--- src/rtl/fpu_issue_arbiter.sv ---
// fpu_issue_arbiter: round-robin issue of FP add/sub/mul requests onto one
// shared fadd pipe and one shared fmul pipe (fixed latency LAT), with an
// in-flight track pipe and a credit-protected result FIFO.
// Optional build macro FPU_ARB_STATS_EN adds add/mul/stall statistics counters.
`timescale 1ns/1ps
module fpu_issue_arbiter #(
  parameter int NREQ  = 4,
  parameter int ID_W  = $clog2(NREQ),
  parameter int LAT   = 2,
  parameter int DEPTH = 4
) (
  input  logic                 clk,
  input  logic                 rstn,
  input  logic [NREQ-1:0]      req_valid,
  output logic [NREQ-1:0]      req_ready,
  input  logic [NREQ*2-1:0]    req_op,
  input  logic [NREQ*32-1:0]   req_x1,
  input  logic [NREQ*32-1:0]   req_x2,
  output logic [31:0]          fa_x1,
  output logic [31:0]          fa_x2,
  input  logic [31:0]          fa_y,
  output logic [31:0]          fm_x1,
  output logic [31:0]          fm_x2,
  input  logic [31:0]          fm_y,
  output logic                 res_valid,
  input  logic                 res_ready,
  output logic [ID_W-1:0]      res_id,
  output logic [31:0]          res_data,
  output logic                 res_err
`ifdef FPU_ARB_STATS_EN
  ,
  output logic [31:0]          stat_add_cnt,
  output logic [31:0]          stat_mul_cnt,
  output logic [31:0]          stat_stall_cnt
`endif
);

  localparam int AW = $clog2(DEPTH);
  localparam int CW = $clog2(DEPTH + LAT + 2);

  localparam logic [1:0] OP_ADD = 2'b00;
  localparam logic [1:0] OP_SUB = 2'b01;
  localparam logic [1:0] OP_MUL = 2'b10;
  localparam logic [1:0] OP_RSV = 2'b11;

  logic [ID_W-1:0] ptr;
  logic [ID_W-1:0] ptr_next;
  logic [ID_W-1:0] grant_idx;
  logic [ID_W-1:0] cand;
  logic            grant_found;
  logic [NREQ-1:0] grant_vec;
  logic            can_issue;
  logic            accept;
  logic [1:0]      sel_op;
  logic [31:0]     sel_x1;
  logic [31:0]     sel_x2;

  logic            trk_v  [0:LAT];
  logic [ID_W-1:0] trk_id [0:LAT];
  logic [1:0]      trk_op [0:LAT];
  logic [CW-1:0]   inflight;
  logic [CW-1:0]   occupancy;

  logic [ID_W-1:0] mem_id   [0:DEPTH-1];
  logic [31:0]     mem_data [0:DEPTH-1];
  logic            mem_err  [0:DEPTH-1];
  logic [AW-1:0]   wptr;
  logic [AW-1:0]   rptr;
  logic [AW:0]     count;
  logic            full;
  logic            push;
  logic            pop;
  logic            push_err;
  logic [31:0]     push_data;

  // Count valid track stages; a same-cycle pop is deliberately not credited.
  always_comb begin
    inflight = '0;
    for (int s = 0; s <= LAT; s++) begin
      inflight = inflight + CW'(trk_v[s]);
    end
  end

  assign occupancy = CW'(count) + inflight;
  // Gating with rstn keeps req_ready low while reset is asserted.
  assign can_issue = rstn && (occupancy < CW'(DEPTH));

  // Round-robin search starting at ptr; at most one grant per cycle.
  always_comb begin
    grant_vec   = '0;
    grant_idx   = '0;
    grant_found = 1'b0;
    cand        = '0;
    if (can_issue) begin
      for (int k = 0; k < NREQ; k++) begin
        cand = ID_W'((int'(ptr) + k) % NREQ);
        if (!grant_found && req_valid[cand]) begin
          grant_found = 1'b1;
          grant_idx   = cand;
        end
      end
      if (grant_found) grant_vec[grant_idx] = 1'b1;
    end
  end

  assign req_ready = grant_vec;
  assign accept    = grant_found;
  assign sel_op    = req_op[int'(grant_idx) * 2 +: 2];
  assign sel_x1    = req_x1[int'(grant_idx) * 32 +: 32];
  assign sel_x2    = req_x2[int'(grant_idx) * 32 +: 32];
  assign ptr_next  = (grant_idx == ID_W'(NREQ - 1)) ? '0 : grant_idx + 1'b1;

  // Pointer advance and operand loading on the accept edge; idle unit holds.
  always_ff @(posedge clk or negedge rstn) begin
    if (!rstn) begin
      ptr   <= '0;
      fa_x1 <= '0;
      fa_x2 <= '0;
      fm_x1 <= '0;
      fm_x2 <= '0;
    end else if (accept) begin
      ptr <= ptr_next;
      case (sel_op)
        OP_ADD: begin
          fa_x1 <= sel_x1;
          fa_x2 <= sel_x2;
        end
        OP_SUB: begin
          fa_x1 <= sel_x1;
          fa_x2 <= {~sel_x2[31], sel_x2[30:0]};
        end
        OP_MUL: begin
          fm_x1 <= sel_x1;
          fm_x2 <= sel_x2;
        end
        default: ;
      endcase
    end
  end

  // Track pipe: s0 captures the acceptance, then shifts in lockstep with the units.
  always_ff @(posedge clk or negedge rstn) begin
    if (!rstn) begin
      for (int s = 0; s <= LAT; s++) begin
        trk_v[s]  <= 1'b0;
        trk_id[s] <= '0;
        trk_op[s] <= '0;
      end
    end else begin
      trk_v[0]  <= accept;
      trk_id[0] <= grant_idx;
      trk_op[0] <= sel_op;
      for (int s = 1; s <= LAT; s++) begin
        trk_v[s]  <= trk_v[s-1];
        trk_id[s] <= trk_id[s-1];
        trk_op[s] <= trk_op[s-1];
      end
    end
  end

  assign push      = trk_v[LAT];
  assign push_err  = (trk_op[LAT] == OP_RSV);
  assign push_data = push_err      ? 32'h0 :
                     trk_op[LAT][1] ? fm_y : fa_y;
  assign res_valid = (count != '0);
  assign pop       = res_valid && res_ready;
  assign full      = (count == (AW+1)'(DEPTH));
  assign res_id    = mem_id[rptr];
  assign res_data  = mem_data[rptr];
  assign res_err   = mem_err[rptr];

  // Result FIFO: circular buffer, head entry drives the res_* outputs.
  always_ff @(posedge clk or negedge rstn) begin
    if (!rstn) begin
      wptr  <= '0;
      rptr  <= '0;
      count <= '0;
      for (int e = 0; e < DEPTH; e++) begin
        mem_id[e]   <= '0;
        mem_data[e] <= '0;
        mem_err[e]  <= 1'b0;
      end
    end else begin
      if (push) begin
        mem_id[wptr]   <= trk_id[LAT];
        mem_data[wptr] <= push_data;
        mem_err[wptr]  <= push_err;
        wptr           <= wptr + 1'b1;
      end
      if (pop) rptr <= rptr + 1'b1;
      case ({push, pop})
        2'b10:   count <= count + 1'b1;
        2'b01:   count <= count - 1'b1;
        default: ;
      endcase
    end
  end

  a_no_overflow: assert property (@(posedge clk) disable iff (!rstn) !(push && full));

`ifdef FPU_ARB_STATS_EN
  // Free-running statistics, wrapping naturally at 2^32.
  always_ff @(posedge clk or negedge rstn) begin
    if (!rstn) begin
      stat_add_cnt   <= '0;
      stat_mul_cnt   <= '0;
      stat_stall_cnt <= '0;
    end else begin
      if (accept && !sel_op[1])       stat_add_cnt   <= stat_add_cnt + 1'b1;
      if (accept && sel_op == OP_MUL) stat_mul_cnt   <= stat_mul_cnt + 1'b1;
      if (|req_valid && !accept)      stat_stall_cnt <= stat_stall_cnt + 1'b1;
    end
  end
`endif

endmodule
--- config.mk ---
export PLATFORM = sky130hd
export DESIGN_NAME = fpu_issue_arbiter
export DESIGN_NICKNAME = d
export VERILOG_FILES = /design/src/rtl/fpu_issue_arbiter.sv
export SDC_FILE = /design/constraint.sdc
export NUM_CORES = 1
export LEC_CHECK = 0
export ABC_AREA = 1
export BUFFER_PORTS_ARGS = -buffer_cell sky130_fd_sc_hd__buf_2
export CAP_MARGIN = 25
export CORE_AREA = 3 3 192 194
export DETAILED_ROUTE_END_ITERATION = 6
export DIE_AREA = 0 0 195 197
export HOLD_SLACK_MARGIN = 0.15
export PLACE_DENSITY = 0.76
export SETUP_SLACK_MARGIN = 0.05
export SLEW_MARGIN = 20
export SYNTH_ARGS = -nofsm -noshare
export SYNTH_HDL_FRONTEND = slang
export SYNTH_SLANG_ARGS = --single-unit
--- constraint.sdc ---
create_clock -name clk -period 3.7 [get_ports clk]
set_clock_uncertainty 0.15 [all_clocks]
set_input_delay 0.185 -clock clk [delete_from_list [all_inputs] [get_ports clk]]
set_output_delay 0.185 -clock clk [all_outputs]
set_load 0.01 [all_outputs]
[Word level (Yosys, flattened, before mapping)]
Index checks and enable logic that the tools add are counted.
Storage, ports and cells
  register bits after elaboration: 292
  bits in latches: 0
  memory bits (writable): 0
  memory bits (read-only): 0
  output and inout bits: 168
  logic and storage cells: 130
  memories: 0
Cells by class
  add/subtract/negate cells: 11
  $mul: 0
  div/mod/pow operators: 0
  order comparisons: 10
  eq/ne operators: 6
  shift-type cells: 3
  multiplexer cells: 50
  bitwise operators: 3
  reductions and logical operators: 18
Operators with widths (count)
  indexed part select 128 x 8 -> 32 bit: 2
  two-way mux 32 bit: 5
  bitwise mux 128 bit: 1
  binary-select mux 32 bit (select 2 bit): 1
  demux 32 bit (select 2 bit): 1
  one-hot mux 32 bit (2 select lines): 1
  two-way mux 2 bit: 10
  two-way mux 1 bit: 17
  < comparator 2 x 3 -> 1 bit, second input constant: 5
  binary-select mux 1 bit (select 2 bit): 5
  adder 2 x 1 -> 2 bit, second input constant: 4
  bitwise mux 8 bit: 1
  equality test 2 bit, second input constant: 4
  two-way mux 4 bit: 2
  indexed part select 8 x 4 -> 2 bit: 1
  logical AND 1 bit: 7
  >= comparator 3 bit, second input constant: 2
  inverter 2 -> 3 bit: 2
  one-hot mux 3 bit (2 select lines): 1
  AND reduction 2 bit: 3
  adder 2 bit, second input constant: 2
  binary-select mux 2 bit (select 2 bit): 1
  bitwise mux 4 bit: 1
  demux 1 bit (select 2 bit): 2
  16 further kinds: 20

[Logic depth before layout (Yosys ltp)]
  depth after elaboration: 24
  depth in mapped cells: 21
  mapped depth without buffers: 18

[Worst setup path after synthesis]
No wires, ideal clock.
  path type: register to register
  start point: register trk_v[1] (netlist name)
  end point: register fm_x1[17]
  library setup time: 0.117 ns
  arrival: 2.548 ns
  data required time: 3.433 ns
  setup slack: 0.884 ns
  stages on the path, launching flop included: 17
  path buffers: 3
  period minus slack after synthesis: 2.816 ns
  cells stage by stage: dfrtp_1 fa_1 ha_1 nand3_1 nand2_1 o21ai_0 a21oi_2 nand2_2 inv_2 nand2_4 buf_6 buf_6 buf_4 o21ai_0 o21ai_1 nand3_1 nand2_1
On the way
  elaborated cells between the ends (all ways): 11
  classes of those cells: 3 x add/sub; 1 x order compare; 1 x eq/ne; 2 x shift; 2 x mux; 2 x reduce/logical
RTL lines
  from (decl): line 58  | logic trk_v [0:LAT];
  from (signal, indexed assignment): line 154  | trk_v[s] <= trk_v[s-1];
  adder 1 x 1 -> 2 bit: line 80  | inflight = inflight + CW'(trk_v[s]);
  adder 2 x 1 -> 3 bit: line 80
  adder 3 bit: line 84  | assign occupancy = CW'(count) + inflight;
  < comparator 3 bit: line 86  | assign can_issue = rstn && (occupancy < CW'(DEPTH));
  logical AND 1 bit: line 86
  two-way mux 1 bit: line 94  | if (can_issue) begin
  net accept: line 53  | logic accept;
  AND reduction 2 bit (no source line)
  to (signal assigned): line 133  | fm_x1 <= sel_x1;
  to (decl): line 22  | output logic [31:0] fm_x1,
The timed path passes the listed nets, and every way through them passes these cells.
A chain may end at the register's enable or synchronous reset.

[Worst setup path after layout]
  start point: register trk_v[1] (netlist name)
  end point: register fm_x1[17]
On the way
  word-level cells in the longest chain between the ends: 9
  elaborated cells between the ends (all ways): 11
  classes of those cells: 3 x add/sub; 1 x order compare; 1 x eq/ne; 2 x shift; 2 x mux; 2 x reduce/logical
RTL lines (line)
  adder 1 x 1 -> 2 bit (*): 80
  adder 2 x 1 -> 3 bit (*): 80
  adder 3 bit (*): 84
  < comparator 3 bit (*): 86
  logical AND 1 bit (*): 86
  parallel branches: the longest is 4 deep, another holds indexed part select 128 x 8 -> 32 bit
Mark *: on every way between the ends.

==> impl_metrics.prom <==
# TYPE chip_impl_metric gauge
chip_impl_info{name="result_of_the_run",value="finished with violations"} 1
chip_impl_info{name="failed_checks",value="DRC"} 1
chip_impl_metric{name="routedWlPerCell",unit="µm"} 19.68
chip_impl_metric{name="detailedRoute.firstIterationViolations",unit=""} 1657
chip_impl_metric{name="detailed_place_hpwl",unit="µm"} 38620
chip_impl_metric{name="timing.slew.headroom",unit=""} 0.3462
chip_impl_metric{name="power.leakage",unit="nW"} 11.67
chip_impl_metric{name="first_global_vias",unit=""} 17830
chip_impl_metric{name="min_path_cells",unit=""} 7
chip_impl_metric{name="die_w",unit="µm"} 195
chip_impl_metric{name="total_power",unit="mW"} 20.42
chip_impl_metric{name="cap_violations",unit=""} 0
chip_impl_metric{name="dpl.cell_count",unit=""} 2901
chip_impl_metric{name="post-place-ws",unit="ns"} 0.2445
chip_impl_metric{name="synth.yosys.warnings",unit=""} 0
chip_impl_info{name="timing.hold.worst.class",value="input pin to flop"} 1
chip_impl_metric{name="synth_sequential_area_ratio",unit=""} 0.4873
chip_impl_metric{name="min_period_over_period",unit=""} 0.9464
chip_impl_metric{name="max-clock-path-buffers",unit=""} 3
chip_impl_metric{name="die_h",unit="µm"} 197
chip_impl_metric{name="tightest_slew",unit="ns"} 0.9807
chip_impl_info{name="worstReg2RegStart",value="trk_v[1]$_DFF_PN0_"} 1
chip_impl_metric{name="clk_transition_reported_paths",unit="ns"} 0.06
chip_impl_metric{name="max_vdd_drop",unit="V"} 0.0006434
chip_impl_metric{name="avgViaCountPerCell",unit=""} 5.494
chip_impl_info{name="rsz0062_at_grt",value="yes"} 1
chip_impl_metric{name="post_synth_instance_area",unit="mm²"} 0.01499
chip_impl_metric{name="synth_seq_cells",unit=""} 292
chip_impl_metric{name="grt_antenna_before_repair",unit=""} 20
chip_impl_metric{name="final_antenna_net_count",unit=""} 0
chip_impl_metric{name="power_density",unit="mW/mm²"} 923.1
chip_impl_metric{name="final-hold-violation-count",unit=""} 0
chip_impl_metric{name="synthCells",unit=""} 2039
chip_impl_metric{name="drt-total-wl",unit="µm"} 64540
chip_impl_info{name="hold_path_end",value="fa_x2[15]$_DFFE_PN0P_"} 1
chip_impl_info{name="final_cell_mix",value="sky130_fd_sc_hd__nand2_1 (814), sky130_fd_sc_hd__buf_2 (501), sky130_fd_sc_hd__dfrtp_1 (290), sky130_fd_sc_hd__dlygate4sd3_1 (276), sky130_fd_sc_hd__o21ai_0 (245)"} 1
chip_impl_metric{name="synthesis.area_per_instance",unit="µm²"} 7.354
chip_impl_metric{name="finalCriticalPeriod",unit="ns"} 3.502
chip_impl_metric{name="htree_num_levels",unit=""} 2
chip_impl_metric{name="nNetsFinal",unit=""} 3118
chip_impl_metric{name="design.portCount",unit=""} 503
chip_impl_info{name="startpoint_type",value="flop"} 1
chip_impl_info{name="setup.worst_path.end_class",value="flop"} 1
chip_impl_metric{name="worst_skew_pair.late_latency",unit="ns"} 0.50
chip_impl_info{name="min_from",value="req_x2[111]"} 1
chip_impl_metric{name="timing.reg2reg.worst_path_depth",unit=""} 15
chip_impl_metric{name="drc",unit=""} 30
chip_impl_metric{name="timing.setup.tns",unit="ns"} 0
chip_impl_metric{name="grt_start_max_net_pins",unit=""} 178
chip_impl_metric{name="finalSetupViolCount",unit=""} 0
chip_impl_metric{name="layout-area-overhead-vs-synth",unit="%"} 47.51
chip_impl_metric{name="grt_pass1_wl",unit="µm"} 96790
chip_impl_metric{name="gp_congestion",unit=""} 1.007
chip_impl_metric{name="critPathArrivalTime",unit="ns"} 3.79
chip_impl_metric{name="worst_ep_required_time",unit="ns"} 3.99
chip_impl_metric{name="timing_max_transition_violations_final",unit=""} 0
chip_impl_metric{name="layout.filler_cells",unit=""} 2892
chip_impl_metric{name="start_util",unit=""} 0.4236
chip_impl_info{name="regToRegEndpoint",value="fm_x1[17]$_DFFE_PN0P_"} 1
chip_impl_metric{name="total_global_routing_track_utilization",unit=""} 0.3126
chip_impl_metric{name="yosysUniqueCellTypes",unit=""} 32
chip_impl_metric{name="tritoncts.num_buffers",unit=""} 35
chip_impl_info{name="critical_path_class",value="flop to flop"} 1
chip_impl_metric{name="finalWorstSetupSlack",unit="ns"} 0.1984
chip_impl_metric{name="detailedRoute.firstPassIterationCount",unit=""} 7
chip_impl_metric{name="achievable-frequency",unit="MHz"} 285.6
chip_impl_metric{name="mappedNetlistNets",unit=""} 2382
chip_impl_metric{name="number_of_placement_rows",unit=""} 69
chip_impl_info{name="cts_tree",value="built"} 1
chip_impl_metric{name="final_cell_count_no_fill",unit=""} 3280
chip_impl_metric{name="grt_overflow",unit=""} 0
chip_impl_metric{name="core_area",unit="mm²"} 0.03540
chip_impl_metric{name="critical_path_peak_fanout",unit=""} 14
chip_impl_metric{name="r2r_setup_slack",unit="ns"} 0.20
chip_impl_info{name="ctsRootBufferMaster",value="sky130_fd_sc_hd__clkbuf_16"} 1
chip_impl_metric{name="post_route_cells_drive_above_1_share",unit=""} 0.2509
chip_impl_metric{name="numPortBuffers",unit=""} 502
chip_impl_metric{name="vias",unit=""} 18020
chip_impl_metric{name="die_area",unit="mm²"} 0.03842
chip_impl_metric{name="numClockSinks",unit=""} 292
chip_impl_metric{name="layout.core_utilization",unit=""} 0.6249
chip_impl_info{name="layout.cells.most_common",value="sky130_fd_sc_hd__nand2_1"} 1
-- kinds of logic (layout without fill, tap and decap cells) --
family	count (synthesis)	in the layout	share of synthesized area
other cells	0	21	0
buf+inv	179	937	0.05708
simple gates	1204	1205	0.3239
fa+ha+maj	8	8	0.007677
flops	292	292	0.4873
xor+xnor	5	5	0.002920
compound gates	351	351	0.1211
-- timing repair --
item	CTS	global route
setup endpoints to repair	0	56
hold buffers	277	0
resized for setup	0	12
hold endpoints to repair	316	0
setup buffers	0	13
-- routing by layer --
metal	track usage	vias to the layer above	share of wire
met4	0.1769	6	0.066
met3	0.08530	359	0.11
li1	-	7970	-
met2	0.5003	1274	0.46
met5	0	-	0.00060
met1	0.3844	8412	0.37
-- state kept, by name, summed over array words and instances (netlist names), 3 cells and up --
name      flops
fm_x1        32
mem_err       4
trk_op        6
fa_x2        32
mem_data    128
fa_x1        32
mem_id        8
fm_x2        32
count         3
trk_id        6
-- synth_stat cells --
cell | number | share of area
sky130_fd_sc_hd__nand2_1 | 815 | 0.20
sky130_fd_sc_hd__dfrtp_1 | 292 | 0.49
sky130_fd_sc_hd__o21ai_0 | 246 | 0.082
sky130_fd_sc_hd__nor2_1 | 232 | 0.058
sky130_fd_sc_hd__nand3_1 | 78 | 0.026
sky130_fd_sc_hd__clkbuf_1 | 73 | 0.018
sky130_fd_sc_hd__or2_2 | 61 | 0.025
sky130_fd_sc_hd__a21oi_1 | 36 | 0.012
sky130_fd_sc_hd__buf_2 | 35 | 0.012
sky130_fd_sc_hd__inv_1 | 35 | 0.0088
sky130_fd_sc_hd__o22ai_1 | 35 | 0.015
sky130_fd_sc_hd__o21ai_1 | 32 | 0.011
sky130_fd_sc_hd__buf_6 | 12 | 0.0090
sky130_fd_sc_hd__buf_4 | 11 | 0.0055
sky130_fd_sc_hd__nand2_2 | 7 | 0.0029
sky130_fd_sc_hd__ha_1 | 6 | 0.0050
sky130_fd_sc_hd__inv_2 | 6 | 0.0015
sky130_fd_sc_hd__xor2_1 | 4 | 0.0023
sky130_fd_sc_hd__clkbuf_2 | 3 | 0.0010
sky130_fd_sc_hd__nand3_2 | 3 | 0.0020
sky130_fd_sc_hd__buf_1 | 2 | 0.00050
sky130_fd_sc_hd__fa_1 | 2 | 0.0027
sky130_fd_sc_hd__nand2_4 | 2 | 0.0015
sky130_fd_sc_hd__nor2_4 | 2 | 0.0015
sky130_fd_sc_hd__or2_1 | 2 | 0.00083
sky130_fd_sc_hd__a21oi_2 | 1 | 0.00058
sky130_fd_sc_hd__a21oi_4 | 1 | 0.0011
sky130_fd_sc_hd__and2_1 | 1 | 0.00042
sky130_fd_sc_hd__clkinv_1 | 1 | 0.00025
sky130_fd_sc_hd__inv_6 | 1 | 0.00058
sky130_fd_sc_hd__nand3_4 | 1 | 0.0012
sky130_fd_sc_hd__xnor2_1 | 1 | 0.00058
-- through the flow --
step	instance area, µm²	hold slack [ns]
2_1_floorplan	14990	-0.2606
3_3_place_gp	17800	0.1826
3_5_place_dp	17800	0.1862
4_1_cts	21720	0.1500
5_1_grt	22100	0.1877
6_report	22120	0.1024
-- cell type report --
type,instances,area [µm²],share of cell area
Sequential cell,292,7312,0.3306
Multi-Input combinational cell,1569,6863,0.3103
Timing Repair Buffer,834,6000,0.2712
Clock buffer,47,970.9,0.04390
Tap cell,461,576.8,0.02608
Clock inverter,13,172.7,0.007806
Inverter,43,171.4,0.007750
Antenna cell,21,52.55,0.002376
-- worst max-delay path by stage --
stage / startpoint / to / slack, ns / cells past startpoint
6_report: trk_v[1]$_DFF_PN0_ / fm_x1[17]$_DFFE_PN0P_ / 0.20 / 15
5_1_grt: trk_v[1]$_DFF_PN0_ / fm_x1[4]$_DFFE_PN0P_ / 0.01 / 17
4_1_cts: trk_v[1]$_DFF_PN0_ / fm_x2[11]$_DFFE_PN0P_ / 0.06 / 17
3_5_place_dp: trk_v[1]$_DFF_PN0_ / fa_x2[3]$_DFFE_PN0P_ / 0.24 / 14
3_3_place_gp: trk_v[1]$_DFF_PN0_ / fa_x1[30]$_DFFE_PN0P_ / 0.29 / 14
2_1_floorplan: trk_v[1]$_DFF_PN0_ / fm_x1[17]$_DFFE_PN0P_ / 0.88 / 16
-- where the power goes --
| group | internal [mW] | total, mW | switching [mW] |
|---|---|---|---|
| clock | 2.12 | 3.47 | 1.35 |
| sequential | 4.74 | 5.78 | 1.04 |
| combinational | 4.18 | 11.2 | 6.99 |
| total | 11.0 | 20.4 | 9.38 |
-- worst max-delay path: stages, from the launching register on --
cell and delay, ns:
sky130_fd_sc_hd__dfrtp_1 0.40, sky130_fd_sc_hd__fa_1 0.43, sky130_fd_sc_hd__ha_1 0.28, sky130_fd_sc_hd__nand3_1 0.08
sky130_fd_sc_hd__nand2_1 0.10, sky130_fd_sc_hd__o21ai_1 0.08, sky130_fd_sc_hd__a21oi_2 0.18, sky130_fd_sc_hd__nand2_4 0.13
sky130_fd_sc_hd__nor2_4 0.24, sky130_fd_sc_hd__buf_12 0.19, sky130_fd_sc_hd__or2_2 0.11, sky130_fd_sc_hd__o21ai_0 0.09
sky130_fd_sc_hd__dlygate4sd3_1 0.60, sky130_fd_sc_hd__o21ai_1 0.19, sky130_fd_sc_hd__nand3_1 0.09, sky130_fd_sc_hd__nand2_1 0.07
(Power assumes the default switching activity.)
